`config.mk`:
```
export PLATFORM = sky130hd
export DESIGN_NAME = clk_gate_ctrl
export DESIGN_NICKNAME = d
export VERILOG_FILES = /design/src/rtl/clk_gate_ctrl_pkg.sv /design/src/rtl/clk_gate_ctrl_ch.sv /design/src/rtl/clk_gate_ctrl.sv
export SDC_FILE = /design/constraint.sdc
export NUM_CORES = 1
export LEC_CHECK = 0
export ABC_AREA = 1
export CORE_UTILIZATION = 65
export CTS_CLUSTER_SIZE = 24
export DETAILED_ROUTE_END_ITERATION = 10
export PLACE_DENSITY_LB_ADDON = 0.12
export SLEW_MARGIN = 20
export SYNTH_ARGS = -nofsm -noshare
export SYNTH_HDL_FRONTEND = slang
export SYNTH_HIERARCHICAL = 1
export SYNTH_SLANG_ARGS = --single-unit
```
`constraint.sdc`:
```
create_clock -name clk_i -period 3.1 [get_ports clk_i]
set_input_delay 0.465 -clock clk_i [delete_from_list [all_inputs] [get_ports clk_i]]
set_output_delay 0.465 -clock clk_i [all_outputs]
set_load 0.1 [all_outputs]
```
`src/rtl/clk_gate_ctrl_pkg.sv`:
```
// rtl/clk_gate_ctrl_pkg.sv - shared types and constants for the clock-gate controller
package clk_gate_ctrl_pkg;

    typedef enum logic [1:0] {
        ST_OFF   = 2'd0,
        ST_WAKE  = 2'd1,
        ST_ON    = 2'd2,
        ST_DRAIN = 2'd3
    } cg_state_e;

    localparam int SYNC_LAT_DEFAULT = 3;

endpackage

```
`src/rtl/clk_gate_ctrl_ch.sv`:
```
// rtl/clk_gate_ctrl_ch.sv - one clock domain's gate FSM with idle counter
module clk_gate_ctrl_ch
    import clk_gate_ctrl_pkg::*;
#(
    parameter int IDLE_CNT_W = 8,
    parameter int SYNC_LAT   = SYNC_LAT_DEFAULT
) (
    input  logic                  clk_i,
    input  logic                  rst_i,
    input  logic                  force_on_i,
    input  logic                  auto_en_i,
    input  logic                  wake_req_i,
    input  logic                  idle_i,
    input  logic [IDLE_CNT_W-1:0] idle_thresh_i,
    output logic                  gate_en_o,
    output logic                  active_o,
    output logic                  off_o
);

    localparam logic [3:0]            LAT_M1  = 4'(SYNC_LAT - 1);
    localparam logic [IDLE_CNT_W-1:0] CNT_ONE = IDLE_CNT_W'(1);

    cg_state_e             state;
    logic [3:0]            lat_cnt;
    logic [IDLE_CNT_W-1:0] idle_cnt;
    logic                  wake;
    logic                  qualify;
    logic [IDLE_CNT_W-1:0] thresh_m1;

    always_comb begin
        wake      = force_on_i | wake_req_i;
        qualify   = auto_en_i & idle_i & ~force_on_i & ~wake_req_i & (idle_thresh_i != '0);
        thresh_m1 = idle_thresh_i - CNT_ONE;
    end

    // Outputs follow the registered state one cycle later, so the gate
    // enable rises the edge after WAKE is entered.
    always_ff @(posedge clk_i) begin
        if (rst_i) begin
            state     <= ST_OFF;
            lat_cnt   <= '0;
            idle_cnt  <= '0;
            gate_en_o <= 1'b0;
            active_o  <= 1'b0;
            off_o     <= 1'b1;
        end else begin
            gate_en_o <= (state == ST_WAKE) || (state == ST_ON);
            active_o  <= (state == ST_ON);
            off_o     <= (state == ST_OFF);
            case (state)
                ST_OFF: begin
                    if (wake) begin
                        state   <= ST_WAKE;
                        lat_cnt <= LAT_M1;
                    end
                end
                ST_WAKE: begin
                    if (lat_cnt == 4'd0) state <= ST_ON;
                    else                 lat_cnt <= lat_cnt - 4'd1;
                end
                ST_ON: begin
                    if (!qualify) begin
                        idle_cnt <= '0;
                    end else if (idle_cnt == thresh_m1) begin
                        state    <= ST_DRAIN;
                        idle_cnt <= '0;
                        lat_cnt  <= LAT_M1;
                    end else if (idle_cnt != '1) begin
                        // Saturate: a lowered threshold must not let the count wrap.
                        idle_cnt <= idle_cnt + CNT_ONE;
                    end
                end
                ST_DRAIN: begin
                    if (lat_cnt == 4'd0) state <= ST_OFF;
                    else                 lat_cnt <= lat_cnt - 4'd1;
                end
                default: state <= ST_OFF;
            endcase
        end
    end

endmodule

```
`src/rtl/clk_gate_ctrl.sv`:
```
// rtl/clk_gate_ctrl.sv - array of per-domain clock-gate FSMs plus all-off flag
module clk_gate_ctrl
    import clk_gate_ctrl_pkg::*;
#(
    parameter int NUM_DOMAINS = 4,
    parameter int IDLE_CNT_W  = 8,
    parameter int SYNC_LAT    = SYNC_LAT_DEFAULT
) (
    input  logic                   clk_i,
    input  logic                   rst_i,
    input  logic [NUM_DOMAINS-1:0] force_on_i,
    input  logic [NUM_DOMAINS-1:0] auto_en_i,
    input  logic [NUM_DOMAINS-1:0] wake_req_i,
    input  logic [NUM_DOMAINS-1:0] idle_i,
    input  logic [IDLE_CNT_W-1:0]  idle_thresh_i,
    output logic [NUM_DOMAINS-1:0] gate_en_o,
    output logic [NUM_DOMAINS-1:0] active_o,
    output logic                   all_off_o
);

    logic [NUM_DOMAINS-1:0] ch_off;

    for (genvar d = 0; d < NUM_DOMAINS; d++) begin : g_ch
        clk_gate_ctrl_ch #(
            .IDLE_CNT_W (IDLE_CNT_W),
            .SYNC_LAT   (SYNC_LAT)
        ) u_ch (
            .clk_i         (clk_i),
            .rst_i         (rst_i),
            .force_on_i    (force_on_i[d]),
            .auto_en_i     (auto_en_i[d]),
            .wake_req_i    (wake_req_i[d]),
            .idle_i        (idle_i[d]),
            .idle_thresh_i (idle_thresh_i),
            .gate_en_o     (gate_en_o[d]),
            .active_o      (active_o[d]),
            .off_o         (ch_off[d])
        );
    end

    always_ff @(posedge clk_i) begin
        if (rst_i) all_off_o <= 1'b1;
        else       all_off_o <= &ch_off;
    end

endmodule

```
After elaboration in Yosys (flattened, before gate mapping)

Index checks and enable logic that the tools add are counted.
Widths: inputs -> output; s select.

Output and inout port bits: 9
Logic and storage cells: 196
Bits in registers: 69

$add $sub $neg: 9
Reductions and logical operators: 30
Bitwise gates (word level): 28
Muxes and demuxes: 56
Equality and inequality tests: 48

Operators by type and width:

| kind                | number |
|---|---|
| $mux 8              | 12 |
| $mux 4              | 16 |
| $pmux 4 s3          | 4 |
| $mux 2              | 20 |
| $add 8x1->8 const B | 4 |
| $eq 8x8->1          | 4 |
| $ne 8x8->1 const B  | 4 |
| $pmux 2 s4          | 4 |
| $ne 2x1->1 const B  | 12 |
| $ne 2x2->1 const B  | 12 |
| $reduce_and 4->1    | 5 |
| $reduce_and 5->1    | 4 |
| $and 1x1->1         | 16 |
| $eq 2x2->1 const B  | 8 |
| $logic_not 4->1     | 4 |
| $sub 4x1->4 const B | 4 |
| $ne 3x3->1 const B  | 4 |
| $eq 2x1->1 const B  | 4 |
| $logic_not 2->1     | 4 |
| $not 1->1           | 8 |
| $reduce_and 2->1    | 4 |
| $reduce_bool 8->1   | 1 |
| $reduce_or 2->1     | 4 |
| $sub 8x1->8 const B | 1 |
| 2 further kinds     | 8 |

Logic depth before layout (Yosys ltp)

Depth after elaboration: 6
Depth in mapped cells: 16
Gate-level depth less buffers: 16

By module

Netlist, hierarchy kept.

Modules (own cells, without submodules):

| module                              | times used | sequential area each (µm²) | cells an instance | area each (µm²) |
|---|---|---|---|---|
| clk_gate_ctrl_ch (g_ch[0].u_ch ...) | 3          | 340.3                      | 222               | 1411.4 |
| clk_gate_ctrl_ch (g_ch[3].u_ch)     | 1          | 340.3                      | 217               | 1351.3 |
| clk_gate_ctrl                       | 1          | 20.0                       | 5                 | 36.3 |

Least setup slack after synthesis

OpenSTA, ideal clock, no wires.

Path type: input -> register
Start point: input idle_thresh_i[1]
End point: register g_ch[3].u_ch.lat_cnt[1]
Required time: 2.972 ns
Buffers on the path: 0
Path slack: 1.297 ns
Stages on the path: 13
Arrival time: 1.675 ns
Cell sequence: inv_1 -> ha_1 -> nand2_1 -> nor2_1 -> nand2_1 -> nand2_1 -> nand3_1 -> nor2_2 -> nand2_4 -> nand2_4 -> nand2_2 -> o21ai_1 -> nor2_1

Longest elaborated chain between the ends: 4
Elaborated cells on any way between the ends: 7

RTL lines:

| item                                                      | RTL line                                       | RTL |
|---|---|---|
| start, declared                                           | clk_gate_ctrl.sv:15                            | `input logic [IDLE_CNT_W-1:0] idle_thresh_i,` |
| $sub 8x1->8 / $reduce_bool 8->1 (equally long branches)   | clk_gate_ctrl_ch.sv:33, clk_gate_ctrl_ch.sv:32 |  |
| $eq 8x8->1 / $and 1x1->1 (equally long branches)          | clk_gate_ctrl_ch.sv:64, clk_gate_ctrl_ch.sv:32 |  |
| $ne 2x2->1 (no line) / $ne 2x1->1 (equally long branches) | -                                              |  |
| $reduce_and 4->1 (no line) *                              | -                                              |  |
| end signal, assigned                                      | clk_gate_ctrl_ch.sv:59                         | `else lat_cnt <= lat_cnt - 4'd1;` |
| end signal, assigned                                      | clk_gate_ctrl_ch.sv:75                         | `else lat_cnt <= lat_cnt - 4'd1;` |
| end, declared                                             | clk_gate_ctrl_ch.sv:24                         | `logic [3:0] lat_cnt;` |

Every way passes the cells marked *; elsewhere a longest branch is shown, timed or not.
A chain may end at the register's enable or synchronous reset.

Worst setup path after layout

Start point: input idle_thresh_i[0]
End point: register g_ch[3].u_ch.lat_cnt[1]

The elaborated chain is that of the path after synthesis.

==> impl_metrics.ini <==
[sta]
rsz0062_at_grt = false
finalHoldViolations = 0
slew_headroom_pct = 52.35
tightest_slew_ns = 0.7125
fmax_ghz = 0.3825
setup_tns_ns = 0
finClkSkew_ns = 0.005184
period_needed_ns = 2.614
fin_crit_sh_pct = 84.33
maxSlewViolCount = 0
setup_viol = 0

[grt]
track_usage_pct = 30.71
grt_pass1_wl_um = 22090
top_usage_layer = met2
met2_usage_pct = 52.88
use_met1_pct = 37.65
grtUsageMet3_pct = 7.246
antenna_found_initial = 0
overflow = 0
grt_pass1_vias = 5193
grt_max_degree = 21

[routing]
routed_wirelength_um = 12840
firstDrtPassIters = 5
drc_errors = 0
vias = 5533
drt-initial-drc-count = 289
wl_per_cell_um = 12.36
detail-route-antenna-nets = 0
viasPerCell = 5.325

[min_path]
hp-class = register to register

[power]
power.share.clock_pct = 16.0
p_switching_mw = 1.865
vdd_drop_max_v = 0.0005428
p_int_mw = 2.070
p_seq_share_pct = 31.4
p_sw_share_pct = 47.40
power.density_nw_per_um2 = 634.5
p_comb_share_pct = 52.6
power_leakage_nw = 2.929
total_power_mw = 3.935

[layout]
syn2layout_area_growth_pct = 10.30
fin_nets = 988
final_common_cell = nand2_1
fin_area_um2 = 6201
drive_above_1_share_pct = 14.56
antennaDiodeCount = 0
stdcell_count = 1039
final_cell_mix = nand2_1, nor2_1, inv_1, dfxtp_1, nand3_1

[placement]
globalplace.congestion = 0.9110
hpwl_um = 9784
postPlaceCellArea_um2 = 6043
dp_cells = 1024
io_buffers = 34

[yosys]
avgSynthCellArea_um2 = 6.331
synth_cell_types = 33
synth_largest_area_cell = dfxtp_1
synthCells = 888
synth-seq-cells = 69
synth_fp_nets = 946
yosysWarnings = 6
synth_area_um2 = 5622
ys_seq_area_share_pct = 24.57
yosys.area.top_type_share_pct = 24.57
synthTopCellsByArea = dfxtp_1, nand2_1, nor2_1, inv_1, ha_1

[critical_path]
timing.rr.end = g_ch[3].u_ch/lat_cnt[1]
rr_startpoint = g_ch[3].u_ch/state[1]
crit_path_end = g_ch[3].u_ch/lat_cnt[1]
reg2reg_depth = 10
arrival_ns = 2.84
critPathLaunchType = primary input
worstPathRequired_ns = 3.33
crit_path_end_kind = register
crit_fanout = 10
worstSetupPathType = primary input to register
r2r_slack_ns = 1.20
crit_path_start = idle_thresh_i[0]

[cts]
cts_tree = built
path_clk_slew_ns = 0.07
cts_resized = 0
post_cts_buffers = 0
htree_levels = 3
cts_root_buf = clkbuf_8
cts_made_buffers = 9
cts.path.max_buffers = 2
insertion_delay_ns = 0.35
holdBufCountCts = 0
cts.sinks = 69

[floorplan]
core_area_um2 = 8299
die_w_um = 95
initial_core_util_pct = 67.74
die_height_um = 95
dieArea_um2 = 9025
io_pins = 35
num_rows = 33

[outcome]
outcome = finished clean

[job]
cap_viol_max_count = 0
-- registers in the layout, summed over array words and instances (netlist names) --
signal and count:
all_off_o 1, g_ch.u_ch/active_o 4, g_ch.u_ch/gate_en_o 4, g_ch.u_ch/idle_cnt 32, g_ch.u_ch/lat_cnt 16, g_ch.u_ch/off_o 4
g_ch.u_ch/state 8
-- critical path, stage by stage --
cell and delay [ns]:
clkdlybuf4s50_1 0.75, inv_2 0.13, ha_1 0.22, inv_1 0.05, nor3_1 0.04, nand3_1 0.12, nand4_1 0.26, a21oi_1 0.42
nand2_2 0.15, o21ai_1 0.18, nor2_1 0.07
-- power groups by stage --
| stage | Sequential [mW] | Combinational, mW | Clock, mW |
|---|---|---|---|
| after global placement | 1.24 | 1.94 | 0 |
| after CTS | 1.24 | 2.05 | 0.647 |
| final | 1.24 | 2.07 | 0.628 |
| after global routing | 1.27 | 2.30 | 0.691 |
| after detailed placement | 1.26 | 2.04 | 0 |
| after floorplan | 1.49 | 1.40 | 0 |
-- cell families after synthesis --
group | after synthesis | synth area share (%)
fa+ha+maj | 32 | 7.122
flops | 69 | 24.57
xor+xnor | 29 | 4.518
buf+inv | 141 | 10.02
simple gates | 536 | 44.40
compound gates | 81 | 9.370
-- synthesized netlist by cell type --
library cell,count
xor2_1,26
nor3_1,7
inv_2,14
a22oi_2,3
clkbuf_1,2
and3_1,4
nand4_1,12
nand3_4,7
nor2_2,6
nor2_4,4
nand2_4,12
clkbuf_8,3
nand3_2,3
o21ai_2,4
dfxtp_1,69
nor3_2,3
nand2_2,19
a21oi_1,42
or2_2,10
nor2_1,124
clkinv_1,2
xnor2_1,3
o211ai_1,5
inv_1,114
a21oi_2,19
or3_4,1
buf_1,3
clkinv_2,3
nand3_1,69
o21ai_1,4
nand2_1,255
o21ai_0,4
ha_1,32
-- routing by layer --
metal	routed length, um	up-vias
li1	-	2868
met1	5845	2512
met2	6186	137
met3	624	16
met4	184	0
met5	0	-
-- area by class of cell --
cell class / instances / area, um^2
Clock buffer: 11 / 131.4
Clock inverter: 4 / 26.28
Fill cell: 681 / 2098
Inverter: 133 / 503.0
Multi-Input combinational cell: 678 / 3677
Sequential cell: 69 / 1381
Tap cell: 105 / 131.4
Timing Repair Buffer: 39 / 350.3
-- worst min path at each step --
stage | start | endpoint | slack (ns) | depth (start not counted)
2_1_floorplan | g_ch[1].u_ch/off_o | all_off_o | 0.41 | 2
3_3_place_gp | g_ch[2].u_ch/lat_cnt[0] | g_ch[2].u_ch/lat_cnt[0] | 0.45 | 2
3_5_place_dp | g_ch[1].u_ch/lat_cnt[0] | g_ch[1].u_ch/lat_cnt[0] | 0.46 | 2
4_1_cts | g_ch[1].u_ch/lat_cnt[0] | g_ch[1].u_ch/lat_cnt[0] | 0.47 | 2
5_1_grt | g_ch[1].u_ch/lat_cnt[0] | g_ch[1].u_ch/lat_cnt[0] | 0.49 | 2
6_report | g_ch[3].u_ch/lat_cnt[0] | g_ch[3].u_ch/lat_cnt[0] | 0.47 | 2
-- stage by stage --
stage / setup slack (ns) / util, % / hold WS, ns
2_1_floorplan: 1.297 / - / 0.4139
4_1_cts: 0.5575 / 74.72 / 0.4695
3_3_place_gp: 0.2869 / 72.82 / 0.4509
5_1_grt: 0.3546 / 74.72 / 0.4930
3_5_place_dp: 0.1862 / 72.82 / 0.4585
6_report: 0.4858 / 74.72 / 0.4662
Note: power is estimated with default switching activity, not from simulation.
